===== src/rtl/display_arb_pkg.sv =====
// Shared types and constants for the two-requester display arbiter.
// Latency: n/a (types only).
// Backpressure: n/a.
package display_arb_pkg;

    typedef enum logic [1:0] {
        IDLE = 2'd0,
        GNT0 = 2'd1,
        GNT1 = 2'd2
    } arb_state_t;

    localparam int NUM_REQ  = 2;
    localparam int NIBBLE_W = 4;

    // One-hot grant vector for a state; IDLE maps to no owner.
    function automatic logic [NUM_REQ-1:0] grant_of(input arb_state_t s);
        logic [NUM_REQ-1:0] g;
        g = '0;
        case (s)
            GNT0:    g = 2'b01;
            GNT1:    g = 2'b10;
            default: g = 2'b00;
        endcase
        return g;
    endfunction

endpackage


===== src/rtl/dwell_timer.sv =====
// Minimum-dwell countdown in divided-clock ticks; expired while the count is zero.
// Latency: load/decrement visible one clk later; expired is a registered condition.
// Backpressure: hold freezes the count; load overrides tick and hold.
module dwell_timer #(
    parameter int CNT_W = 8
) (
    input  logic             clk,
    input  logic             rst,
    input  logic             load,
    input  logic [CNT_W-1:0] load_val,
    input  logic             tick,
    input  logic             hold,
    output logic             expired
);

    localparam logic [CNT_W-1:0] ONE = CNT_W'(1);

    logic [CNT_W-1:0] count;

    always_ff @(posedge clk) begin
        if (rst) begin
            count <= '0;
        end else if (load) begin
            count <= load_val;
        end else if (tick && !hold && (count != '0)) begin
            count <= count - ONE;
        end
    end

    assign expired = (count == '0);

endmodule


===== src/rtl/display_arbiter.sv =====
// Round-robin owner of the two-digit display path with minimum dwell and freeze.
// Latency: 1 clk from req/data to grant, nibbles, blank and swap (all registered).
// Backpressure: freeze pins state, grant, dwell and displayed nibbles.
module display_arbiter
    import display_arb_pkg::*;
#(
    parameter int DWELL_TICKS = 4,
    parameter int CNT_W       = 8
) (
    input  logic                clk,
    input  logic                rst,
    input  logic                tick,
    input  logic [NUM_REQ-1:0]  req,
    input  logic [7:0]          data0,
    input  logic [7:0]          data1,
    input  logic                freeze,
    output logic [NUM_REQ-1:0]  grant,
    output logic [NIBBLE_W-1:0] nibble_ms,
    output logic [NIBBLE_W-1:0] nibble_ls,
    output logic                blank,
    output logic                swap
);

    localparam logic [CNT_W-1:0] DWELL_LD = CNT_W'(DWELL_TICKS);

    arb_state_t state, state_nxt;
    logic       rr_last;
    logic       expired;
    logic       dwell_load;
    logic       pick_vld;
    logic       pick_id;
    logic       own;
    logic       oth;
    logic [7:0] nxt_dat;

    dwell_timer #(.CNT_W(CNT_W)) u_dwell (
        .clk      (clk),
        .rst      (rst),
        .load     (dwell_load),
        .load_val (DWELL_LD),
        .tick     (tick),
        .hold     (freeze),
        .expired  (expired)
    );

    always_ff @(posedge clk) begin
        if (rst) begin
            state     <= IDLE;
            rr_last   <= 1'b1;
            grant     <= '0;
            nibble_ms <= '0;
            nibble_ls <= '0;
            blank     <= 1'b1;
            swap      <= 1'b0;
        end else begin
            state <= state_nxt;
            grant <= grant_of(state_nxt);
            swap  <= (state_nxt != state);
            blank <= (state_nxt == IDLE);
            // The owner being released becomes the lowest priority.
            if ((state != IDLE) && (state_nxt != state)) begin
                rr_last <= (state == GNT1);
            end
            if (state_nxt == IDLE) begin
                nibble_ms <= '0;
                nibble_ls <= '0;
            end else if (!freeze) begin
                nibble_ms <= nxt_dat[7:4];
                nibble_ls <= nxt_dat[3:0];
            end
        end
    end

    always_comb begin
        state_nxt = state;
        pick_vld  = 1'b0;
        pick_id   = 1'b0;
        own       = (state == GNT1);
        oth       = ~own;

        if (req[~rr_last]) begin
            pick_vld = 1'b1;
            pick_id  = ~rr_last;
        end else if (req[rr_last]) begin
            pick_vld = 1'b1;
            pick_id  = rr_last;
        end

        if (!freeze) begin
            case (state)
                IDLE: begin
                    if (pick_vld) begin
                        state_nxt = pick_id ? GNT1 : GNT0;
                    end
                end
                GNT0, GNT1: begin
                    if (!req[own]) begin
                        state_nxt = req[oth] ? (oth ? GNT1 : GNT0) : IDLE;
                    end else if (expired && req[oth]) begin
                        state_nxt = oth ? GNT1 : GNT0;
                    end
                end
                default: state_nxt = IDLE;
            endcase
        end
    end

    // Reload on any new grant, and when an expired owner keeps the display uncontested.
    assign dwell_load = (state_nxt != IDLE) &&
                        ((state_nxt != state) || (expired && !freeze));
    assign nxt_dat    = (state_nxt == GNT1) ? data1 : data0;

endmodule


===== config.mk =====
export PLATFORM = sky130hd
export DESIGN_NAME = display_arbiter
export DESIGN_NICKNAME = d
export VERILOG_FILES = /design/src/rtl/display_arb_pkg.sv /design/src/rtl/dwell_timer.sv /design/src/rtl/display_arbiter.sv
export SDC_FILE = /design/constraint.sdc
export NUM_CORES = 1
export LEC_CHECK = 0
export CAP_MARGIN = 20
export CORE_MARGIN = 2
export CORE_UTILIZATION = 54
export CTS_CLUSTER_DIAMETER = 150
export DETAILED_ROUTE_END_ITERATION = 7
export MAX_ROUTING_LAYER = met4
export PLACE_DENSITY = 0.84
export SLEW_MARGIN = 20
export SYNTH_ARGS = -nofsm -noshare
export SYNTH_HDL_FRONTEND = slang
export SYNTH_SLANG_ARGS = --single-unit

===== constraint.sdc =====
create_clock -name clk -period 4.8 [get_ports clk]
set_input_delay 0.96 -clock clk [delete_from_list [all_inputs] [get_ports clk]]
set_output_delay 0.96 -clock clk [all_outputs]
set_load 0.03 [all_outputs]

# ---- After elaboration in Yosys (flattened, before gate mapping)
# Cells that the tools add are included.
dict set report classes {
  add_sub_neg 1
  multipliers 0
  div 0
  magnitude_cmp 4
  eq_ne 5
  shifts 0
  n_mux 24
  bitwise 2
  n_reduce_logical 18
}
# op count
set ops {}
lappend ops {{$mux W2} 7}
lappend ops {{$mux W1} 12}
lappend ops {{$logic_not A8 Y1} 1}
lappend ops {{$lt A1 B2 Y1 const B} 4}
lappend ops {{$mux W8} 1}
lappend ops {{$pmux W2 S2} 2}
lappend ops {{$reduce_bool A8 Y1} 1}
lappend ops {{$sub A8 B1 Y8 const B} 1}
lappend ops {{$logic_and A1 B1 Y1} 6}
lappend ops {{$mux W3} 2}
lappend ops {{$reduce_bool A2 Y1} 3}
lappend ops {{$reduce_or A2 Y1} 3}
lappend ops {{$eq A2 B1 Y1 const B} 2}
lappend ops {{$eq A2 B2 Y1 const B} 2}
lappend ops {{$logic_not A2 Y1} 2}
lappend ops {{$ne A2 B2 Y1} 1}
lappend ops {{$not A1 Y1} 2}
lappend ops {{$logic_not A1 Y1} 1}
lappend ops {{$logic_or A1 B1 Y1} 1}
dict set report word_totals {
  register_bits 23
  latch_bits 0
  ramBits 0
  mem_bits_ro 0
  inputBits 22
  out_inout_bits 12
  elab_cells 63
  n_memories 0
}

# ---- Depth between registers and ports, before layout
# Gate-level depths: netlist (run 1).
dict set report logic_depth {
  word_depth 13
  mapped_depth 10
  ltp_nobuf 8
}

# ---- Hierarchy
# Synthesis (run 1) repeated with hierarchy kept, for this count alone.
dict set report unflattened {
  hier_cells 180
  hier_area_um2 1607.8
}
# module n_inst cells_per_inst area_each_um2 seq_area_each_um2
set modules_own_cells {}
lappend modules_own_cells {display_arbiter 1 122 1073.5 300.3}
lappend modules_own_cells {dwell_timer 1 58 534.3 160.2}

# ---- Worst setup path after synthesis (run 1)
# No wires, ideal clock.
dict set report synth_timing {
  path_kind {input to register}
  from {in req[0]}
  to {reg u_dwell.count[2]}
  setup_time_ns 0.115
  arrival_ns 2.658
  setup_slack_ns 2.027
  path_stages 7
  n_path_buf 1
  path_cell_list {clkbuf_1 -> mux2_1 -> a32o_1 -> nor2_1 -> or4bb_1 -> o211a_4 -> o21ba_1}
}
dict set report synth_via {
  elab_chain_len 12
}
# element line_no
set synth_rtl {}
lappend synth_rtl {{start, declared} display_arbiter.sv:13} ;# input logic [NUM_REQ-1:0] req,
lappend synth_rtl {{$mux W1 (not written as such) (2 in a row)} display_arbiter.sv:84} ;# end else if (req[rr_last]) begin
lappend synth_rtl {{$mux W1} display_arbiter.sv:84}
lappend synth_rtl {{$mux W1} display_arbiter.sv:81} ;# if (req[~rr_last]) begin
lappend synth_rtl {{$mux W2} display_arbiter.sv:93} ;# state_nxt = pick_id ? GNT1 : GNT0;
lappend synth_rtl {{$mux W2} display_arbiter.sv:92} ;# if (pick_vld) begin
lappend synth_rtl {{$pmux W2 S2 (*)} display_arbiter.sv:90} ;# case (state)
lappend synth_rtl {{$mux W2 (*)} display_arbiter.sv:89} ;# if (!freeze) begin
lappend synth_rtl {{$ne A2 B2 Y1} display_arbiter.sv:110} ;# ((state_nxt != state) || (expired && !freeze));
lappend synth_rtl {{$logic_or A1 B1 Y1} display_arbiter.sv:110}
lappend synth_rtl {{$logic_and A1 B1 Y1 (*)} display_arbiter.sv:109} ;# assign dwell_load = (state_nxt != IDLE) &&
lappend synth_rtl {{$mux W3 or $reduce_bool A2 Y1 (tied branches)} -}
lappend synth_rtl {{end signal, assigned} dwell_timer.sv:24} ;# count <= load_val;
lappend synth_rtl {{end signal, assigned} dwell_timer.sv:26} ;# count <= count - ONE;
lappend synth_rtl {{end, declared} dwell_timer.sv:18} ;# logic [CNT_W-1:0] count;
# Every way passes the cells marked *; elsewhere a longest branch is shown, timed or not. The select of a mux whose other input is x is not followed.
# A chain may end at the register's enable or synchronous reset.

# ---- Worst setup path in the final report (run 1)
dict set report layout_timing {
  from {in req[0]}
  to {reg nibble_ms[3]}
}
dict set report layout_via {
  elab_chain_len 10
}
# element line_no
set layout_rtl {}
lappend layout_rtl {{$mux W1 (not written as such) (2 in a row)} display_arbiter.sv:84}
lappend layout_rtl {{$mux W1} display_arbiter.sv:84}
lappend layout_rtl {{$mux W1} display_arbiter.sv:81}
lappend layout_rtl {{$mux W2} display_arbiter.sv:93}
lappend layout_rtl {{$mux W2} display_arbiter.sv:92}
lappend layout_rtl {{$pmux W2 S2 (*)} display_arbiter.sv:90}
lappend layout_rtl {{$mux W2 (*)} display_arbiter.sv:89}
lappend layout_rtl {{$eq A2 B2 Y1 or $logic_not A2 Y1 (tied branches)} {display_arbiter.sv:111, display_arbiter.sv:64}}
lappend layout_rtl {{$mux W8 or $reduce_or A2 Y1 (tied branches)} -}
lappend layout_rtl {{end signal, assigned} display_arbiter.sv:68} ;# nibble_ms <= nxt_dat[7:4];
lappend layout_rtl {{end, declared} display_arbiter.sv:18} ;# output logic [NIBBLE_W-1:0] nibble_ms,
# Marked as above.

==> metrics.md, run 1 <==
| Metric | Value |
|---|---|
| Status | `finished clean` |
| Complex-gate fraction of the synthesized area | `about a quarter` |
| Post-Syn Instances | `between 150 and 200` |
| # port buffers | `33` |
| Worst path slowest cell | `clkdlybuf4s50_1` |
| Largest cells by area after synthesis | `dfxtp_1 30%, a211oi_2 6.5%, mux2i_1 5.8%` |
| Post-synthesis sequential area ratio | `~30%` |
| Via/cell ratio | `6.14` |
| Setup ws final | `1.73 ns` |
| Adder-cell share of the synthesized area | `under 10%` |
| FMAX | `~330 MHz` |
| IO Pins | `34` |
| Pre-CTS WS | `between 1 and 1.5 ns` |
| N_diodes | `0` |
| Leakage | `~0.77 nW` |
| Hold Crit Class | `flop to flop` |
| Avg WL per Cell | `15.7 um` |
| Max-slew violations | `0` |
| Placed cells | `approximately 230` |
| Postcts setup bufs | `0` |
| Simple-Gate Fraction of Synth Area | `27.6%` |
| Skew final | `about 0.008 ns` |
| Avg Cell Area, Syn | `roughly 9 um2` |
| Number of synthesized register bits | `23` |
| GP Congestion | `approximately 0.85` |
| Cell with the most instances after synthesis | `dfxtp_1` |
| Top cell type's share of synthesized area | `29.7%` |
| Slew @ Worst Pin | `0.751 ns` |
| Syn Nets | `198` |
| Total GRT Usage | `a little under a quarter` |
| DR pass1 iterations | `4` |
| Buf/Inv on CP | `1` |
| Worst Path Arrival | `~3.3 ns` |
| Warnings from Yosys | `0` |
| Design Power | `just over 0.9 mW` |
| Cell family with most CP delay | `compound AO/OA/AOI/OAI gates` |
| DIE AREA | `0.00332 mm2` |
| Synthesized area | `roughly 0.0016 mm2` |
| Core region area | `around 0.0027 mm2` |
| Hold buffer count at CTS | `0` |
| Clock Latency Late Sink | `0.32 ns` |
| PwrDens | `478 mW/mm2` |
| Drt total wl | `3630 um` |
| Vias | `~1400` |
| Post-synthesis mux area share | `between 6 and 7%` |
| Deepest clock path buffer count | `2` |
| Iteration-0 DRC Markers | `57` |
| MaxCap Viol Count | `0` |
| Met1 Use GR | `between 20% and 30%` |
| Post-DRT Antenna Nets | `0` |
| Peak supply drop | `about 0.43 mV` |
| Clk slew on worst S/H paths | `0.12 ns` |
| Pin count of the biggest net entering global routing | `18` |
| Relative slew slack | `around half` |
| Required @ worst endpoint | `between 4 and 5 ns` |
| Number of global-route vias before repair | `roughly 1400` |
| Post-layout net count | `between 200 and 250` |
| Number of synthesized flops with an enable pin | `0` |
| Congestion Overflow GR | `0` |
| Area growth syn-to-layout | `23.3%` |
| Crit path time final | `roughly 3 ns` |
| CP peak stage delay | `between 0.6 and 0.7 ns` |
| Clock buffer count from CTS | `3` |
| Y dimension of the die | `57.6 um` |
| Drt drc | `0` |
| Fin util | `roughly 70%` |
| Setup-failing EPs final | `0` |
| # clock sinks | `23` |
| Initial antenna violation count | `0` |
| DP HPWL | `around 2700 um` |
| WS Path Type | `input port to flop` |
| RSZ-0062 raised after global routing | `no` |
| Crit. End Element | `flop` |
| XOR/XNOR Fraction of Synth Area | `under 10%` |
| First-pass GRT wire length | `~5700 um` |
| Initial Utilization | `56.8%` |
| Root buffer cell | `clkbuf_4` |
| Worst-path maximum fanout | `10` |
| Post-route insts no fill | `231` |
| Met2 GRT Util | `roughly two fifths` |
| Die W | `57.6 um` |
| Largest family of logic cells by synthesized area | `simple AND/OR/NAND/NOR gates` |
| Resize count post-CTS | `0` |
| Critical-path cell list | `clkdlybuf4s50_1 > mux2_1 > a32o_1 > or2_1 > nor2_1 > a31o_1 > a211oi_2` |
| Distinct cells, synth | `55` |
| GR Util met3 | `4.54%` |
| CTS tree | `built` |
| H-tree lvl count | `1` |
| Most used routing layer | `met2` |
| Synth area leader | `dfxtp_1` |
| Share of cells above drive strength 1 | `about 15%` |
| Nature of the critical path startpoint | `input port` |
| Final setup TNS | `0 ns` |
| Post-synth ARST share | `0%` |
| Core Rows | `19` |
| Commonest register cell after synthesis | `dfxtp_1` |
| Final worst-path cycle share | `64.0%` |
| Final Hold Vio Count | `0` |
| Synth cell count leaders | `23 x dfxtp_1, 21 x nor2_1, 13 x nand2_1` |
report_power, final:
| group | switching [mW] | leakage (nW) | internal, mW |
|---|---|---|---|
| clock | 0.0593 | 0.0139 | 0.0318 |
| combinational | 0.295 | 0.570 | 0.239 |
| sequential | 0.0534 | 0.188 | 0.236 |
tightest hold or removal path: cells and delay by family, from the launching register on:
kind | cells | cell delay [ns]
AO/OA/AOI/OAI | 1 | 0.05
flip-flops | 1 | 0.33
AND/OR/NAND/NOR | 1 | 0.11
sequential cells by signal (all words and copies together), names as in the netlist:
register / cells
nibble_ls: 4
blank: 1
rr_last: 1
state: 2
nibble_ms: 4
grant: 2
u_dwell.count: 8
swap: 1
cell usage in the layout, fill, tap and decap left out, types with 2 or more instances in the layout:
cell type	n
nand2_1	13
a211oi_2	8
and3_1	5
a211oi_1	2
o21ai_0	2
mux2i_1	9
dfxtp_1	23
nor2_1	21
nand3_1	7
o21ai_1	2
xor2_1	4
clkdlybuf4s50_1	33
ha_1	5
a31oi_1	2
o211a_1	2
clkbuf_4	3
nor3_2	6
xnor2_1	3
a21oi_1	4
inv_1	4
or3_1	3
nor3_1	3
nor2b_1	2
nor3b_1	2
per-layer routing:
metal  vias up  share of wire (%)  wire length [um]
met5         -                  0                 0
met4         0                1.6                59
met3         8                4.9               177
met2        44                 52              1900
met1       679                 41              1500
li1        688                  -                 -
worst paths after layout:
check / depth (start not counted) / slack [ns] / start / endpoint
setup / recovery: 7 / 1.73 / req[0] / nibble_ms[3]$_SDFFE_PP0N_
hold / removal: 2 / 0.53 / nibble_ms[2]$_SDFFE_PP0N_ / nibble_ms[2]$_SDFFE_PP0N_
setup reg to reg: 8 / 1.95 / state[1]$_SDFF_PP0_ / swap$_SDFF_PP0_
hold reg to reg: 2 / 0.53 / nibble_ms[2]$_SDFFE_PP0N_ / nibble_ms[2]$_SDFFE_PP0N_
through the flow:
stage | instance area (um2) | hold slack (ns)
after global placement | 1880 | 0.503
after CTS | 1910 | 0.530
after detailed placement | 1880 | 0.510
after global routing | 1910 | 0.557
after floorplan | 1550 | 0.541
final | 1910 | 0.529
area by class of cell:
class	instances	area (um2)
well taps	31	38.8
fillers	216	821
flip-flops and latches	23	460
inverters	5	18.8
repair buffers	33	330
clock inverters	1	7.51
multi-input cells	135	1030
clock buffers	3	22.5
logic make-up after synthesis:
logic type	Yosys count
xor+xnor	7
compound gates	38
fa+ha+maj	5
mux	10
simple gates	75
flops	23
buf+inv	13
Note: power is estimated with default switching activity, not from simulation.
==> inputs of run 2 (changes only) <==
Settings changed: CORE_UTILIZATION 54 to 45, PLACE_DENSITY 0.84 to 0.75.
Clock period 4.8 ns to 2.8 ns, I/O delays scaled along.
==> run 2 against run 1 <==
  * Worst setup slack worse by 1.5 ns
  * Clock power up 69%
  * Routed wire length rose by 0.30%
  * Clock-buffer cell count did not move
  * Die area is 19% higher
  * Register-to-register slack worse by 1.7 ns
  * Critical endpoint is now swap$_SDFF_PP0_
  * First-iteration DRC count up 40%
  * Via count about the same
  * Total power rose by 77%
  * Global-route usage is 1.7 points lower
  * Flip-flop and latch count did not move
  * Largest power group unchanged
  * Hold slack got worse by 0.0079 ns
==> metrics.md, run 2 (same netlist as run 1, synthesis figures left out) <==
| Metric | Value |
|---|---|
| Reg with most FFs | `u_dwell.count` |
| CTS tree | `built` |
| Final setup TNS | `0 ns` |
| Vias | `1418` |
| GP Congestion | `0.951` |
| Number of global-route vias before repair | `1468` |
| Multi-input gate area in the final layout | `0.00103 mm2` |
| Worst Path Arrival | `2.74 ns` |
| Leakage | `roughly 0.83 nW` |
| # port buffers | `33` |
| Crit. End Element | `flop` |
| Nature of the critical path startpoint | `flop` |
| Post-route insts no fill | `257` |
| Placed cells | `approximately 250` |
| DP HPWL | `~2900 um` |
| Congestion Overflow GR | `0` |
| # clock sinks | `23` |
| # fillers | `approximately 300` |
| Total GRT Usage | `about a fifth` |
| Pin count of the biggest net entering global routing | `17` |
| FMAX | `396 MHz` |
| Iteration-0 DRC Markers | `80` |
| Storage element area | `460 um2` |
| Final worst-path cycle share | `90.1%` |
| Setup ws final | `between 0.2 and 0.3 ns` |
| Design Power | `approximately 1.6 mW` |
| Number of flip-flops in the largest register | `8` |
| Relative slew slack | `about three quarters` |
| Post-DRT Antenna Nets | `0` |
| Initial antenna violation count | `0` |
| Setup-failing EPs final | `0` |
| Clock buffer count from CTS | `3` |
| Commonest non-fill, non-tap cell in the layout | `clkdlybuf4s50_1` |
| H-tree lvl count | `1` |
| Initial Utilization | `a little under half` |
| Pre-CTS WS | `0.0629 ns` |
| Avg WL per Cell | `between 10 and 15 um` |
| Via/cell ratio | `roughly 5.5` |
| Share of cells above drive strength 1 | `around a fifth` |
| Final Hold Vio Count | `0` |
| DR pass1 iterations | `4` |
| Drt total wl | `between 3000 and 4000 um` |
| IO Pins | `34` |
| RSZ-0062 raised after global routing | `no` |
| Fin util | `about three fifths` |
| Reg-to-reg slack, setup | `0.28 ns` |
| Max-slew violations | `0` |
| Hold buffer count at CTS | `0` |
| Clock Latency Late Sink | `0.31 ns` |
| MaxCap Viol Count | `0` |
| Resize count post-CTS | `0` |
| Crit path time final | `about 2.5 ns` |
| Post-layout net count | `approximately 240` |
| Skew final | `0.00185 ns` |
| PwrDens | `~800 mW/mm2` |
| Most frequent cells in the layout | `33 x clkdlybuf4s50_1, 23 x dfxtp_1, 21 x nor2_1` |
| Worst-path maximum fanout | `8` |
| First-pass GRT wire length | `roughly 6600 um` |
| Drt drc | `0` |
| Slew @ Worst Pin | `0.366 ns` |
| Core Rows | `21` |
| Regs by FF count | `u_dwell.count x8, nibble_ls x4, nibble_ms x4` |
| Y dimension of the die | `~63 um` |
| DIE AREA | `slightly below 0.004 mm2` |
| Core region area | `between 0.003 and 0.004 mm2` |
| WS Path Type | `flop to flop` |
| Status | `finished clean` |
| N_diodes | `0` |
| Postcts setup bufs | `0` |
| Area growth syn-to-layout | `30.5%` |
| Required @ worst endpoint | `between 3 and 4 ns` |
| Clk slew on worst S/H paths | `approximately 0.12 ns` |
| Deepest clock path buffer count | `2` |
| Die W | `62.7 um` |
| Root buffer cell | `clkbuf_4` |
| Hold Crit Class | `flop to flop` |
| Peak supply drop | `~0.45 mV` |
[run 2: path summary, 6_finish.rpt]
path                                    end                      start  depth (start not counted)
setup / recovery            swap$_SDFF_PP0_        state[1]$_SDFF_PP0_                          8
hold / removal    nibble_ms[3]$_SDFFE_PP0N_  nibble_ms[3]$_SDFFE_PP0N_                          2
setup reg to reg            swap$_SDFF_PP0_        state[1]$_SDFF_PP0_                          8
hold reg to reg   nibble_ms[3]$_SDFFE_PP0N_  nibble_ms[3]$_SDFFE_PP0N_                          2
[run 2: critical path: stages (launching register included)]
cell and delay (ns):
dfxtp_1 0.46, inv_1 0.12, ha_1 0.39, a21oi_1 0.18
a211oi_1 0.08, and2b_1 0.24, or3_1 0.35, a2111o_1 0.45
nor3b_1 0.15
[run 2: per-stage QoR]
stage               hold WS, ns  area (um2)
detailed placement        0.508        2000
CTS                       0.528        2020
global route              0.556        2020
global placement          0.497        2000
finish                    0.521        2020
floorplan                 0.541        1550
[run 2: where the power goes]
part | total [mW] | internal, mW | switching [mW]
Combinational | 0.984 | 0.457 | 0.527
Clock | 0.154 | 0.0535 | 0.100
Sequential | 0.486 | 0.404 | 0.0812
Total | 1.62 | 0.915 | 0.708
[run 2: area by class of cell]
| cell class | count | area share (%) |
|---|---|---|
| Multi-Input combinational cell | 135 | 51.1 |
| Timing Repair Buffer | 44 | 21.0 |
| Inverter | 5 | 0.927 |
| Clock buffer | 3 | 1.11 |
| Clock inverter | 1 | 0.247 |
| Tap cell | 46 | 2.84 |
| Sequential cell | 23 | 22.7 |
[run 2: layer usage]
metal	track usage (%)	up-vias	routed length, um
li1	-	704	-
met1	24.7	678	1590
met2	35.6	32	1850
met3	4.14	4	155
met4	6.67	0	44
met5	-	-	0
==> inputs of run 3 (changes only) <==
Settings changed: CORE_MARGIN 2 to not set, REMOVE_ABC_BUFFERS set to 1.
==> run 3 against run 2 <==
  * Critical path depth did not move
  * Global-route usage rose by 0.13 points
  * Final area fell by 0.12%
  * Sequential power barely moved
  * Worst setup slack improved by 0.018 ns
  * First-iteration DRC count fell by 6.3%
  * Clock skew rose by 0.00082 ns
  * Clock power fell by 3%
  * Critical path type unchanged
  * Critical endpoint unchanged
  * Largest cell class unchanged
==> metrics.md, run 3 (same netlist as run 1, synthesis figures left out) <==
| Metric | Value |
|---|---|
| Number of flip-flops in the largest register | `8` |
| CTS tree | `built` |
| Final setup TNS | `0 ns` |
| Buf/Inv on CP | `1` |
| Reg-to-reg slack, setup | `a little under 0.3 ns` |
| MaxCap Viol Count | `0` |
| H-tree lvl count | `1` |
| Combinational cell fraction of total power | `60.4%` |
| Metal3 WL | `approximately 140 um` |
| Deepest clock path buffer count | `2` |
| Crit. End Element | `flop` |
| Initial antenna violation count | `0` |
| Seq pwr share | `30.3%` |
| Number of global-route vias before repair | `roughly 1400` |
| DRT met1 WL | `roughly 1500 um` |
| FF-to-FF End | `swap$_SDFF_PP0_` |
| Y dimension of the die | `just over 60 um` |
| Drt total wl | `between 3000 and 4000 um` |
| # port buffers | `33` |
| FF-to-FF path depth | `8` |
| Min-Delay Startpoint | `nibble_ms[2]$_SDFFE_PP0N_` |
| GP Congestion | `0.941` |
| Final Hold Vio Count | `0` |
| Core Rows | `20` |
| Drt drc | `0` |
| Peak supply drop | `0.453 mV` |
| Slew @ Worst Pin | `0.334 ns` |
| DR top layer | `met4` |
| Hold_ws | `roughly 0.52 ns` |
| Clock Latency Late Sink | `around 0.31 ns` |
| Congestion Overflow GR | `0` |
| Final worst-path cycle share | `roughly nine tenths` |
| Max-slew violations | `0` |
| Share of cells above drive strength 1 | `a little under 20%` |
| Commonest non-fill, non-tap cell in the layout | `clkdlybuf4s50_1` |
| Critical-path cell list | `inv_1 > ha_1 > a21oi_1 > a211oi_1 > and2b_1 > or3_1 > a2111o_1 > nor3b_1` |
| CP peak stage delay | `approximately 0.45 ns` |
| FMAX | `about 400 MHz` |
| Worst path slowest cell | `a2111o_1` |
| # clock sinks | `23` |
| Nature of the critical path startpoint | `flop` |
| Net switching power | `0.696 mW` |
| Vias | `around 1400` |
| Net Sw Frac | `43.2%` |
| Post-DRT Antenna Nets | `0` |
| Regs by FF count | `u_dwell.count x8, nibble_ls x4, nibble_ms x4` |
| N_diodes | `0` |
| Initial Utilization | `49.2%` |
| Pint | `about 0.9 mW` |
| Via/cell ratio | `roughly 5.6` |
| Reg with most FFs | `u_dwell.count` |
| Resize count post-CTS | `0` |
| Status | `finished clean` |
| Clock buffer count from CTS | `3` |
| Most frequent cells in the layout | `33 x clkdlybuf4s50_1, 23 x dfxtp_1, 21 x nor2_1` |
| Relative slew slack | `about 77%` |
| Worst-path maximum fanout | `8` |
| R2R Path Start | `state[1]$_SDFF_PP0_` |
| Avg WL per Cell | `around 14 um` |
| Skew final | `0.00267 ns` |
| Total GRT Usage | `about a fifth` |
| Core region area | `between 0.003 and 0.004 mm2` |
| Hold Crit Class | `flop to flop` |
| RSZ-0062 raised after global routing | `no` |
| Clk slew on worst S/H paths | `between 0.1 and 0.15 ns` |
| Leakage | `between 0.8 and 0.9 nW` |
| Area growth syn-to-layout | `30.3%` |
| Setup-failing EPs final | `0` |
| Required @ worst endpoint | `~3.0 ns` |
| WS Path Type | `flop to flop` |
| Post-layout net count | `around 240` |
| Hold Path Sink | `nibble_ms[2]$_SDFFE_PP0N_` |
| DIE AREA | `around 0.0037 mm2` |
| DP HPWL | `around 2800 um` |
| Hold buffer count at CTS | `0` |
| Worst Path Arrival | `between 2 and 3 ns` |
| DR WL met2 | `1750 um` |
| Crit path time final | `2.51 ns` |
| Die W | `just over 60 um` |
| PwrDens | `approximately 800 mW/mm2` |
| Launch point of the worst path | `state[1]$_SDFF_PP0_` |
| Postcts setup bufs | `0` |
| Cell family with most CP delay | `simple AND/OR/NAND/NOR gates` |
| Hold depth | `2` |
| IO Pins | `34` |
| DR pass1 iterations | `4` |
| Clk pwr share | `around a tenth` |
| First-pass GRT wire length | `~5700 um` |
| Root buffer cell | `clkbuf_4` |
| Iteration-0 DRC Markers | `75` |
| Pin count of the biggest net entering global routing | `17` |
run 3: cell counts in the layout (fill, tap and decap cells not counted):
Identical to the previous run, type by type.
run 3: per-stage QoR:
step / std cells / setup WS (ns) / power [mW] / utilization, % / area, um2
2_1_floorplan: 163 / 0.364 / 1.19 / - / 1510
3_3_place_gp: 251 / 0.0680 / 1.44 / 63.3 / 1990
3_5_place_dp: 251 / 0.00212 / 1.46 / 63.3 / 1990
4_1_cts: 255 / 0.329 / 1.62 / 64.1 / 2020
5_1_grt: 255 / 0.165 / 1.74 / 64.1 / 2020
6_report: 255 / 0.294 / 1.61 / 64.1 / 2020
run 3: layer usage:
layer	track usage, %	vias up
li1	-	714
met5	-	-
met3	4.26	2
met2	35.9	33
met1	25.6	669
met4	4.22	0
run 3: worst max path at each step:
stage / slack, ns / cells after the start / to
final: 0.29 / 8 / swap$_SDFF_PP0_
after global routing: 0.17 / 8 / swap$_SDFF_PP0_
after global placement: 0.07 / 7 / u_dwell.count[2]$_SDFFE_PP0P_
after CTS: 0.33 / 8 / swap$_SDFF_PP0_
after detailed placement: 0.002 / 7 / u_dwell.count[2]$_SDFFE_PP0P_
after floorplan: 0.36 / 7 / swap$_SDFF_PP0_
run 3: tightest hold or removal path, delay by kind of cell (launching register included):
family | cells | cell delay (ns)
compound gates | 1 | 0.05
flops | 1 | 0.33
simple gates | 1 | 0.11
run 3: power by group through the flow:
stage	clock (mW)	combinational (mW)	sequential, mW
4_1_cts	0.158	0.976	0.487
6_report	0.150	0.973	0.487
3_5_place_dp	0	0.970	0.494
5_1_grt	0.175	1.07	0.498
2_1_floorplan	0	0.657	0.529
3_3_place_gp	0	0.948	0.489
run 3: final cells by class:
| class | instances | area, um2 |
|---|---|---|
| sequential | 23 | 460 |
| clock inverter | 1 | 5.00 |
| clock buffer | 3 | 22.5 |
| timing repair buffer | 44 | 425 |
| fill | 283 | 1130 |
| multi-input combinational | 135 | 1030 |
| tap | 44 | 55.1 |
| inverter | 5 | 18.8 |
